===== src/rtl/counter_seq_ctrl.sv =====
// Sequencer for a down-counter: programmable reload, one-shot or periodic mode,
// clock-enable prescaler, pause/stop control and a saturating terminal-count tally.
module counter_seq_ctrl #(
  parameter int WIDTH  = 4,
  parameter int DIV_W  = 4,
  parameter int TCNT_W = 8
) (
  input  logic              clk,
  input  logic              rst,
  input  logic              cfg_valid,
  output logic              cfg_ready,
  input  logic [WIDTH-1:0]  cfg_load,
  input  logic              cfg_periodic,
  input  logic [DIV_W-1:0]  cfg_div,
  input  logic              start,
  input  logic              stop,
  input  logic              pause,
  output logic [WIDTH-1:0]  count,
  output logic              busy,
  output logic              done,
  output logic              tc,
  output logic [TCNT_W-1:0] tc_cnt
);

  typedef enum logic [1:0] {IDLE, RUN, HOLD, DONE} state_t;

  state_t             state, state_nxt;
  logic [WIDTH-1:0]   reload, reload_nxt, count_nxt;
  logic               periodic, periodic_nxt;
  logic [DIV_W-1:0]   div, div_nxt, presc, presc_nxt;
  logic               tc_nxt;
  logic [TCNT_W-1:0]  tc_cnt_nxt;
  logic               accept;
  logic               step;

  assign cfg_ready = (state == IDLE) || (state == DONE);
  assign accept    = cfg_valid && cfg_ready;

  // NOTE: sequential state uses non-blocking assignments so every flop samples
  // the pre-edge values regardless of block evaluation order.
  always_ff @(posedge clk) begin
    if (rst) state <= IDLE;
    else     state <= state_nxt;
  end

  always_ff @(posedge clk) begin
    if (rst) begin
      count    <= '1;
      reload   <= '1;
      periodic <= 1'b0;
      div      <= '0;
      presc    <= '0;
      tc       <= 1'b0;
      tc_cnt   <= '0;
      busy     <= 1'b0;
      done     <= 1'b0;
    end else begin
      count    <= count_nxt;
      reload   <= reload_nxt;
      periodic <= periodic_nxt;
      div      <= div_nxt;
      presc    <= presc_nxt;
      tc       <= tc_nxt;
      tc_cnt   <= tc_cnt_nxt;
      busy     <= (state_nxt == RUN) || (state_nxt == HOLD);
      done     <= (state_nxt == DONE);
    end
  end

  always_comb begin
    // NOTE: every signal gets a default before the case so no path leaves one
    // unassigned, which would otherwise infer a latch.
    state_nxt    = state;
    count_nxt    = count;
    reload_nxt   = reload;
    periodic_nxt = periodic;
    div_nxt      = div;
    presc_nxt    = presc;
    tc_nxt       = 1'b0;
    tc_cnt_nxt   = tc_cnt;
    step         = 1'b0;

    unique case (state)
      IDLE, DONE: begin
        if (accept) begin
          reload_nxt   = cfg_load;
          periodic_nxt = cfg_periodic;
          div_nxt      = cfg_div;
          count_nxt    = cfg_load;
          tc_cnt_nxt   = '0;
          state_nxt    = IDLE;
        end
        if (start) begin
          state_nxt = RUN;
          count_nxt = accept ? cfg_load : reload;
          presc_nxt = '0;
        end
      end
      RUN, HOLD: begin
        if (stop) begin
          state_nxt = IDLE;
          count_nxt = reload;
          presc_nxt = '0;
        end else if (pause) begin
          state_nxt = HOLD;
        end else if (state == HOLD) begin
          state_nxt = RUN;
        end else if (presc == div) begin
          presc_nxt = '0;
          step      = 1'b1;
        end else begin
          presc_nxt = presc + 1'b1;
        end
      end
    endcase

    // Terminal step: count already at zero when the step arrives.
    if (step) begin
      if (count != '0) begin
        count_nxt = count - 1'b1;
      end else begin
        tc_nxt = 1'b1;
        if (tc_cnt != '1) tc_cnt_nxt = tc_cnt + 1'b1;
        if (periodic) count_nxt = reload;
        else          state_nxt = DONE;
      end
    end
  end

endmodule


===== config.mk =====
export PLATFORM = sky130hd
export DESIGN_NAME = counter_seq_ctrl
export DESIGN_NICKNAME = d
export VERILOG_FILES = /design/src/rtl/counter_seq_ctrl.sv
export SDC_FILE = /design/constraint.sdc
export NUM_CORES = 1
export LEC_CHECK = 0
export ABC_AREA = 1
export BUFFER_PORTS_ARGS = -buffer_cell sky130_fd_sc_hd__buf_2
export CORE_ASPECT_RATIO = 0.9
export CORE_MARGIN = 1
export CORE_UTILIZATION = 38
export CTS_CLUSTER_SIZE = 16
export DETAILED_ROUTE_END_ITERATION = 7
export GPL_ROUTABILITY_DRIVEN = 0
export HOLD_SLACK_MARGIN = 0.08
export PLACE_DENSITY = 0.56
export SYNTH_ARGS = -nofsm -noshare
export SYNTH_HDL_FRONTEND = slang
export SYNTH_SLANG_ARGS = --single-unit

===== constraint.sdc =====
create_clock -name clk -period 2.9 [get_ports clk]
set_clock_uncertainty 0.2 [all_clocks]
set_input_delay 0.435 -clock clk [delete_from_list [all_inputs] [get_ports clk]]
set_output_delay 0.435 -clock clk [all_outputs]
set_load 0.01 [all_outputs]

# --- Word level (Yosys, flattened, before mapping) ---
# Cells that the tools add are included.
totals:
  regBits: 30
  in_bits: 15
  output_inout_bits: 16
  wordCells: 69
op_classes:
  n_addsub: 3
  n_eq_ne: 11
  mux: 34
  bitwise_logic: 1
  n_reduce_logical: 10
ops:
  columns: ["operator", "count"]
  rows:
  - ["$mux W4", 12]
  - ["$mux W8", 5]
  - ["$mux W2", 8]
  - ["$pmux W4 S2", 2]
  - ["$add A8 B1 Y8 const B", 1]
  - ["$eq A2 B2 Y1 const B", 4]
  - ["$ne A8 B8 Y1 const B", 1]
  - ["$mux W1", 6]
  - ["$ne A3 B3 Y1 const B", 2]
  - ["$reduce_or A2 Y1", 3]
  - ["$add A4 B1 Y4 const B", 1]
  - ["$eq A2 B1 Y1 const B", 2]
  - ["$eq A4 B4 Y1", 1]
  - ["$pmux W2 S2", 1]
  - ["$reduce_bool A4 Y1", 1]
  - ["$sub A4 B1 Y4 const B", 1]
  - ["$reduce_and A3 Y1", 1]
  - ["$logic_not A2 Y1", 1]
  - ["$logic_or A1 B1 Y1", 2]
  - ["$ne A2 B2 Y1 const B", 1]
  - ["$reduce_and A2 Y1", 1]
  - ["$logic_and A1 B1 Y1", 1]
  - ["$not A1 Y1", 1]

# --- Logic depth before layout (Yosys ltp) ---
# Gate-level depths: netlist of the first run.
logic_depth:
  word_depth: 11
  mapped_depth: 12
  depth_no_buf: 11

# --- Least setup slack after synthesis of the first run ---
# No wires, ideal clock.
synth_timing:
  path_kind: "register to register"
  from: "reg state[1]"
  to: "reg busy"
  setup_time_ns: 0.128
  arrival_time_ns: 1.663
  t_required_ns: 2.572
  setup_slack_ns: 0.910
  path_stages_with_launch: 13
  n_path_buf: 1
  synth_period_minus_slack_ns: 1.990
  cell_sequence: "dfxtp_1 -> inv_1 -> ha_1 -> buf_4 -> inv_4 -> nor2_4 -> nand2_2 -> nor2_4 -> nand3_1 -> nand2_1 -> ha_1 -> inv_1 -> nor2_1"
synth_between:
  elab_chain_cells: 11
  elab_cells_between_ends: 24
  classes_between: "eq/ne: 5; mux: 13; reduce/logical: 6"
synth_rtl:
  columns: ["item", "line", "source"]
  rows:
  - ["start, declared", "27", "state_t state, state_nxt;"]
  - ["start signal, assigned", "43", "else state <= state_nxt;"]
  - ["$eq A2 B2 Y1 or $logic_not A2 Y1 (tied branches)", "36", "assign cfg_ready = (state == IDLE) || (state == DONE);"]
  - ["$logic_or A1 B1 Y1 *", "36", null]
  - ["named net cfg_ready", "11", "output logic cfg_ready,"]
  - ["$logic_and A1 B1 Y1 *", "37", "assign accept = cfg_valid && cfg_ready;"]
  - ["$mux W2 *", "85", "if (accept) begin"]
  - ["$mux W2 *", "93", "if (start) begin"]
  - ["$pmux W2 S2 *", "83", "unique case (state)"]
  - ["$mux W2", "124", "if (periodic) count_nxt = reload;"]
  - ["$mux W2", "119", "if (count != '0) begin"]
  - ["$mux W2 *", "118", "if (step) begin"]
  - ["named net state_nxt[0]", "27", null]
  - ["$eq A2 B1 Y1 or $eq A2 B2 Y1 (tied branches)", "65", "busy <= (state_nxt == RUN) || (state_nxt == HOLD);"]
  - ["$logic_or A1 B1 Y1 *", "65", null]
  - ["end signal, assigned", "65", null]
  - ["end, declared", "19", "output logic busy,"]
# Mark *: on every way through the listed nets, which the timed path passes. The rest lies on a longest branch.
# A chain may end at the register's enable or synchronous reset.

# --- Final worst setup path of the first run ---
layout_timing:
  from: "reg state[1]"
  to: "reg busy"
layout_between:
  elab_chain_cells: 11
  elab_cells_between_ends: 24
  classes_between: "eq/ne: 5; mux: 13; reduce/logical: 6"
layout_rtl:
  columns: ["item", "line"]
  rows:
  - ["$eq A2 B2 Y1 or $logic_not A2 Y1 (tied branches)", "36, 83"]
  - ["$logic_or A1 B1 Y1", "36"]
  - ["$logic_and A1 B1 Y1", "37"]
  - ["$mux W2", "85"]
  - ["$mux W2", "93"]
  - ["$pmux W2 S2", "83"]
  - ["$mux W2", "124"]
  - ["$mux W2", "119"]
  - ["$mux W2 *", "118"]
  - ["named net state_nxt[0]", "27"]
  - ["$eq A2 B1 Y1 or $eq A2 B2 Y1 (tied branches)", "65"]
  - ["$logic_or A1 B1 Y1 *", "65"]
# Marks and branches as above.

==> results of run 1 <==
==> final timing paths <==
kind	slack, ns	start	to	cells past startpoint
setup / recovery	0.66	state[1]	busy	11
hold / removal	0.18	cfg_load[1]	reload[1]	3
setup reg to reg	0.66	state[1]	busy	11
hold reg to reg	0.28	div[2]	div[2]	2
==> registers in the layout, summed over array words and instances, names as in the netlist <==
signal and count:
div 4, tc 1, count 4, reload 4, periodic 1, tc_cnt 8
state 2, done 1, presc 4, busy 1
==> per-stage QoR <==
step	cells	utilization, %	power, uW
3_3_place_gp	381	45.4	762
3_5_place_dp	381	45.4	763
5_1_grt	387	47.1	1160
2_1_floorplan	295	-	685
4_1_cts	387	47.1	1090
6_report	387	47.1	1090
==> critical path, stage by stage, from the launching register on <==
cell and delay, ns:
sky130_fd_sc_hd__dfxtp_1 0.38, sky130_fd_sc_hd__inv_1 0.06, sky130_fd_sc_hd__ha_1 0.48, sky130_fd_sc_hd__inv_4 0.12, sky130_fd_sc_hd__nor2_4 0.13, sky130_fd_sc_hd__nand2_2 0.09, sky130_fd_sc_hd__nor2_4 0.11, sky130_fd_sc_hd__nand3_1 0.14
sky130_fd_sc_hd__nand2_1 0.11, sky130_fd_sc_hd__ha_1 0.22, sky130_fd_sc_hd__inv_1 0.05, sky130_fd_sc_hd__nor2_1 0.03
==> metal layers <==
metal  part of all wire, %  vias to the layer above  wire, um
met5                     0                        -         0
met4                  0.93                        0        42
met3                   4.7                        4       211
met2                    42                       36      1870
met1                    53                      810      2370
li1                      -                     1012         -
==> cell usage in the layout, fill, tap and decap left out, types with 3 or more instances in the layout <==
| cell | n |
|---|---|
| sky130_fd_sc_hd__ha_1 | 8 |
| sky130_fd_sc_hd__buf_2 | 30 |
| sky130_fd_sc_hd__xor2_1 | 3 |
| sky130_fd_sc_hd__a21oi_1 | 23 |
| sky130_fd_sc_hd__o31ai_1 | 3 |
| sky130_fd_sc_hd__nand2_1 | 93 |
| sky130_fd_sc_hd__nand3_1 | 20 |
| sky130_fd_sc_hd__clkbuf_8 | 6 |
| sky130_fd_sc_hd__inv_1 | 34 |
| sky130_fd_sc_hd__nor2_1 | 30 |
| sky130_fd_sc_hd__dfxtp_1 | 30 |
| sky130_fd_sc_hd__nor2_4 | 3 |
| sky130_fd_sc_hd__nand4_1 | 3 |
| sky130_fd_sc_hd__o21ai_0 | 18 |
==> logic make-up (layout without fill, tap and decap cells) <==
kind of cell / count (synthesis) / count (layout) / synth area share, %
flip-flops: 30 / 30 / 31.7
adder cells (fa/ha/maj): 8 / 8 / 5.29
buffers and inverters: 45 / 75 / 9.92
AO/OA/AOI/OAI: 51 / 51 / 14.8
XOR/XNOR: 5 / 5 / 2.32
AND/OR/NAND/NOR: 156 / 156 / 35.9
==> where the power goes <==
part	internal, uW	switching [uW]	leakage, uW	total, uW
Sequential	447	32.2	0.000246	479
Combinational	98.4	178	0.000769	277
Clock	183	147	0.0000431	330
Total	728	358	0.00106	1090
==> cell type report <==
cell class / count / share of cell area, %
Multi-Input combinational cell: 220 / 50.8
Sequential cell: 30 / 27.7
Timing Repair Buffer: 32 / 7.61
Inverter: 37 / 6.51
Clock buffer: 6 / 3.80
Tap cell: 62 / 3.57
==> impl_results.md, run 1 <==
- Result of the run: completed
- Most common cell in the synthesized netlist: sky130_fd_sc_hd__nand2_1
- Maximum VDD drop: 0.266 mV
- Fin worst setup slack: 0.664 ns
- Number of buffers inserted during clock tree synthesis: 5
- Remaining global-route overflow: 0
- Number of max-slew violations in the final report: 0
- Hold Path Class: in2reg
- Count of flip-flops with a built-in enable after synthesis: 0
- Final-layout setup total negative slack: 0 ns
- Maximum number of pins on one net before global-route repair: 20
- Worst setup slack after placement: 0.692 ns
- Total area of multi-input combinational cells: 1100 um^2
- Critical Path Fanout Max: 9
- Gr usage total: 19.3%
- Final nets: 349
- Kind of capture point of the worst setup path: flip-flop
- Cell types with the highest counts after synthesis: sky130_fd_sc_hd__nand2_1, sky130_fd_sc_hd__inv_1, sky130_fd_sc_hd__dfxtp_1, sky130_fd_sc_hd__nor2_1, sky130_fd_sc_hd__a21oi_1
- Number of violations of the max-capacitance limit: 0
- Synth area leader: sky130_fd_sc_hd__dfxtp_1
- Total half-perimeter wirelength after legalization and detailed placement: 3310 um
- Detailed Route Iter0 Violations: 102
- Port Buffer Count: 30
- Final std cell area, no fill: 2170 um^2
- Number of fillers in the final layout: 487
- Mean Syn Cell Area: 6.41 um^2
- Fin crit period: 2.24 ns
- Clock slew at reported path FFs: 0.06 ns
- # clock sinks: 30
- Share of the cycle needed by the critical path after routing: 77.1%
- Post-synthesis sequential element count: 30
- Data arrival time of the worst path: 2.20 ns
- Synth unique cells: 31
- Post-CTS Resized: 0
- N_diodes: 0
- Post-synth net total: 318
- Cell area after synthesis: 1890 um^2
- Top cells by area in the synthesized netlist: sky130_fd_sc_hd__dfxtp_1, sky130_fd_sc_hd__nand2_1, sky130_fd_sc_hd__inv_1, sky130_fd_sc_hd__a21oi_1, sky130_fd_sc_hd__nor2_1
- Final hold violations: 0
- Fraction of layout instances using a drive strength above 1: 15.4%
- Placement-stage cell area: 2090 um^2
- Post-DR vias/cell: 4.81
- Share of flip-flops with an asynchronous set or reset after synthesis: 0%
- Hold-fix buffers at CTS: 0
- Router iterations before antenna repair: 4
- Wirelength, routed: 4500 um
- GR Layer Usage met1: 25.9%
- Number of global-route vias before repair: 1672
- Dominant register cell in the synthesized netlist: sky130_fd_sc_hd__dfxtp_1
- Final ANT Viol Nets: 0
- Clock tree root buffer cell: sky130_fd_sc_hd__clkbuf_8
- Clock tree from TritonCTS: yes
- Register area share after synthesis: 31.7%
- Layout area overhead: 14.7%
- Clock Latency Late Sink: 0.27 ns
- Highest achievable clock rate: 0.447 GHz
- Global-route met2 utilization: 30.5%
- RSZ-0062 raised after global routing: no
- Rel. slew slack: 62.4%
- Required time at the endpoint of the critical path: 2.86 ns
- Most used routing layer: met2
- Total number of vias: 1862
- Final routed DRC violation total: 0
- Global-route wire length before repair: 7890 um
- Critical path launch point type: flip-flop
- Area occupied by registers: 601 um^2
- Transition at the pin with the smallest max-transition slack: 0.563 ns
- Top-area cell type share of the netlist area: 31.7%
- Width of the die: 76.4 um
- Post-detailed-route wirelength per cell: 11.6 um
- Core area: 4600 um^2
- Cell count after synthesis: 295
- Number of antenna violations at the first check in global routing: 0
- Floorplan die area: 5260 um^2
- H-tree depth: 2
- Number of warning messages in the yosys log: 0
- GR met3 Demand/Resource: 4.34%
- Path type of the worst setup path: reg2reg
- Final number of setup-violating endpoints: 0
- Chip height: 68.9 um
- Reported leakage power: 0.00106 uW
- Number of primary I/O pins: 31
- Smallest hold slack: 0.179 ns
- Number of post-CTS setup repair buffers: 0
- Power density cells: 500 nW/um^2
- Number of placement rows: 23
- Initial standard-cell utilization of the core: 41.1%
- Clock buffer depth: 2
(Power assumes the default switching activity.)
==> inputs of run 2 (changes only) <==
--- a/config.mk
+++ b/config.mk
@@ -14,7 +14,7 @@
 export DETAILED_ROUTE_END_ITERATION = 7
 export GPL_ROUTABILITY_DRIVEN = 0
 export HOLD_SLACK_MARGIN = 0.08
-export PLACE_DENSITY = 0.56
+export PLACE_DENSITY = 0.59
 export SYNTH_ARGS = -nofsm -noshare
 export SYNTH_HDL_FRONTEND = slang
 export SYNTH_SLANG_ARGS = --single-unit
==> constraint.sdc (replaced) <==
create_clock -name clk -period 1.95 [get_ports clk]
set_clock_uncertainty 0.2 [all_clocks]
set_input_delay 0.2925 -clock clk [delete_from_list [all_inputs] [get_ports clk]]
set_output_delay 0.2925 -clock clk [all_outputs]
set_load 0.01 [all_outputs]
==> impl_results.md, run 2 (synthesis results as in run 1) <==
- Final number of setup-violating endpoints: 0 (unchanged)
- Global-route met2 utilization: 35.7% (+5.2 points)
- Result of the run: completed
- Clock tree from TritonCTS: yes
- Launch point of the worst reg-to-reg path: state[0]
- Launch point of the worst path: state[0]
- Final nets: 373 (+6.9%)
- Critical path launch point type: flip-flop
- Rel. slew slack: 74.5% (+12 points)
- Reg2reg setup slack: 0.10 ns (-0.56 ns)
- Final std cell area, no fill: 2480 um^2 (+14%)
- Number of global-route vias before repair: 1866 (+12%)
- Data arrival time of the worst path: 1.82 ns (-0.38 ns)
- Share of the cycle needed by the critical path after routing: 94.8% (+18 points)
- Initial standard-cell utilization of the core: 41.1% (unchanged)
- Hold Path Class: in2reg
- Fraction of layout instances using a drive strength above 1: 22.8% (+7.4 points)
- Highest achievable clock rate: 0.541 GHz (+21%)
- Required time at the endpoint of the critical path: 1.92 ns (-0.94 ns)
- Total number of vias: 1949 (+4.7%)
- Number of antenna violations at the first check in global routing: 0 (unchanged)
- Final ANT Viol Nets: 0 (unchanged)
- Maximum VDD drop: 0.592 mV (+120%)
- Number of violations of the max-capacitance limit: 0 (unchanged)
- Layout area overhead: 31.2%
- Final routed DRC violation total: 0 (unchanged)
- Max reg flops: 8 (unchanged)
- Most used routing layer: met2
- Width of the die: 76.4 um (unchanged)
- Area occupied by registers: 604 um^2 (+0.63%)
- Placement-stage cell area: 2220 um^2 (+6.4%)
- Overall power after layout: 2000 uW (+84%)
- H-tree depth: 2 (unchanged)
- Kind of capture point of the worst setup path: flip-flop
- Register ranked first by flip-flop count: tc_cnt
- Reg2Reg Depth: 11 (unchanged)
- GR Layer Usage met1: 24.9% (-0.99 points)
- Total area of multi-input combinational cells: 1140 um^2 (+3.2%)
- RSZ-0062 raised after global routing: yes
- Maximum number of pins on one net before global-route repair: 15 (-25%)
- Post-DR vias/cell: 4.72 (-1.9%)
- Commonest non-fill, non-tap cells in the layout: sky130_fd_sc_hd__nand2_1, sky130_fd_sc_hd__inv_1, sky130_fd_sc_hd__buf_2, sky130_fd_sc_hd__nor2_1, sky130_fd_sc_hd__dfxtp_1
- Critical Path Fanout Max: 4 (-5)
- Clock Latency Late Sink: 0.29 ns (+0.02 ns)
- Port Buffer Count: 30 (unchanged)
- Detailed Route Iter0 Violations: 90 (-12%)
- Core area: 4600 um^2 (unchanged)
- Clock buffer depth: 2 (unchanged)
- Path type of the worst setup path: reg2reg
- Final std cells w/o fill: 413 (+6.7%)
- Number of placed cells counting well taps: 398 (+4.5%)
- Number of max-slew violations in the final report: 0 (unchanged)
- Clock tree root buffer cell: sky130_fd_sc_hd__clkbuf_8
- Number of placement rows: 23 (unchanged)
- Fin crit period: 1.85 ns (-0.388 ns)
- Floorplan die area: 5260 um^2 (unchanged)
- Final hold violations: 0 (unchanged)
- Number of buffers inserted during clock tree synthesis: 5 (unchanged)
- Hold-critical path depth: 3 (unchanged)
- Wirelength, routed: 4690 um (+4.1%)
- GR met3 Demand/Resource: 3.55% (-0.79 points)
- N_diodes: 0 (unchanged)
- Number of fillers in the final layout: 482 (-1.0%)
- Gr usage total: 20.3% (+1.0 points)
- Number of primary I/O pins: 31 (unchanged)
- # clock sinks: 30 (unchanged)
- Chip height: 68.9 um (unchanged)
- Reported leakage power: 0.00121 uW (+14%)
- Global-route wire length before repair: 8310 um (+5.3%)
- Capture instance of the worst register-to-register path: busy
- Post-detailed-route wirelength per cell: 11.3 um (-2.5%)
- Router iterations before antenna repair: 4 (unchanged)
- Power density cells: 805 nW/um^2 (+61%)
- Clock slew at reported path FFs: 0.07 ns (about the same)
- Most common library cell in the layout ignoring fill and taps: sky130_fd_sc_hd__nand2_1
- Total half-perimeter wirelength after legalization and detailed placement: 3400 um (+2.4%)
- Remaining global-route overflow: 0 (unchanged)
- Destination of the critical timing path: busy
- Transition at the pin with the smallest max-transition slack: 0.382 ns (-0.181 ns)
[run 2: changes by cell type in the layout (fill, tap and decap cells not counted), sizes merged]
cell / before / now
buf: 32 / 50
dlygate4sd3: 0 / 6
bufinv: 0 / 2
[run 2: worst min path at each step]
stage	start	to	slack (ns)
after floorplan	rst	tc_cnt[0]	0.16
after global placement	div[3]	div[3]	0.27
after detailed placement	div[3]	div[3]	0.27
after CTS	cfg_div[0]	div[0]	0.08
after global routing	cfg_div[0]	div[0]	0.12
final	cfg_div[0]	div[0]	0.08
[run 2: per-layer routing]
layer,share of wire [%],vias up
li1,-,1055
met1,50,854
met2,45,34
met3,3.8,6
met4,1.2,0
met5,0,-
[run 2: cell type report]
cell class	count	area share [%]
repair buffers	56	15.2
clock buffers	6	3.33
well taps	62	3.13
clock inverters	2	2.42
flip-flops and latches	30	24.4
multi-input cells	220	45.9
inverters	37	5.70
[run 2: critical path, stage by stage, from the launching register on]
cell and delay (ns):
sky130_fd_sc_hd__dfxtp_2 0.34, sky130_fd_sc_hd__inv_2 0.06, sky130_fd_sc_hd__ha_4 0.30, sky130_fd_sc_hd__inv_4 0.05, sky130_fd_sc_hd__nor2_4 0.10, sky130_fd_sc_hd__nand2_2 0.08, sky130_fd_sc_hd__nor2_4 0.12, sky130_fd_sc_hd__nand3_4 0.11
sky130_fd_sc_hd__nand2_1 0.07, sky130_fd_sc_hd__ha_1 0.22, sky130_fd_sc_hd__inv_1 0.05, sky130_fd_sc_hd__nor2_1 0.03
[run 2: repair_timing]
action	in CTS	in global routing
setup endpoints to repair	2	13
buffers inserted	0	1
resized for setup	3	10
hold buffers	6	0
cloned	0	0
pin swaps	0	4
endpoints found under the hold margin	6	0
[run 2: report_power, final]
group | switching, uW | total, uW | internal [uW] | leakage [uW]
Combinational | 285 | 494 | 209 | 0.000890
Clock | 250 | 795 | 545 | 0.0000714
Sequential | 43.5 | 709 | 665 | 0.000247
Total | 579 | 2000 | 1420 | 0.00121
[run 2: per-stage QoR]
step	hold WS (ns)	setup slack [ns]	TNS [ns]	util [%]
2_1_floorplan	0.162	0.00611	0	-
3_3_place_gp	0.268	-0.00750	-0.00750	48.2
3_5_place_dp	0.272	-0.0421	-0.0421	48.2
4_1_cts	0.0808	0.0381	0	53.0
5_1_grt	0.117	-0.00928	-0.0102	53.9
6_report	0.0828	0.102	0	53.9
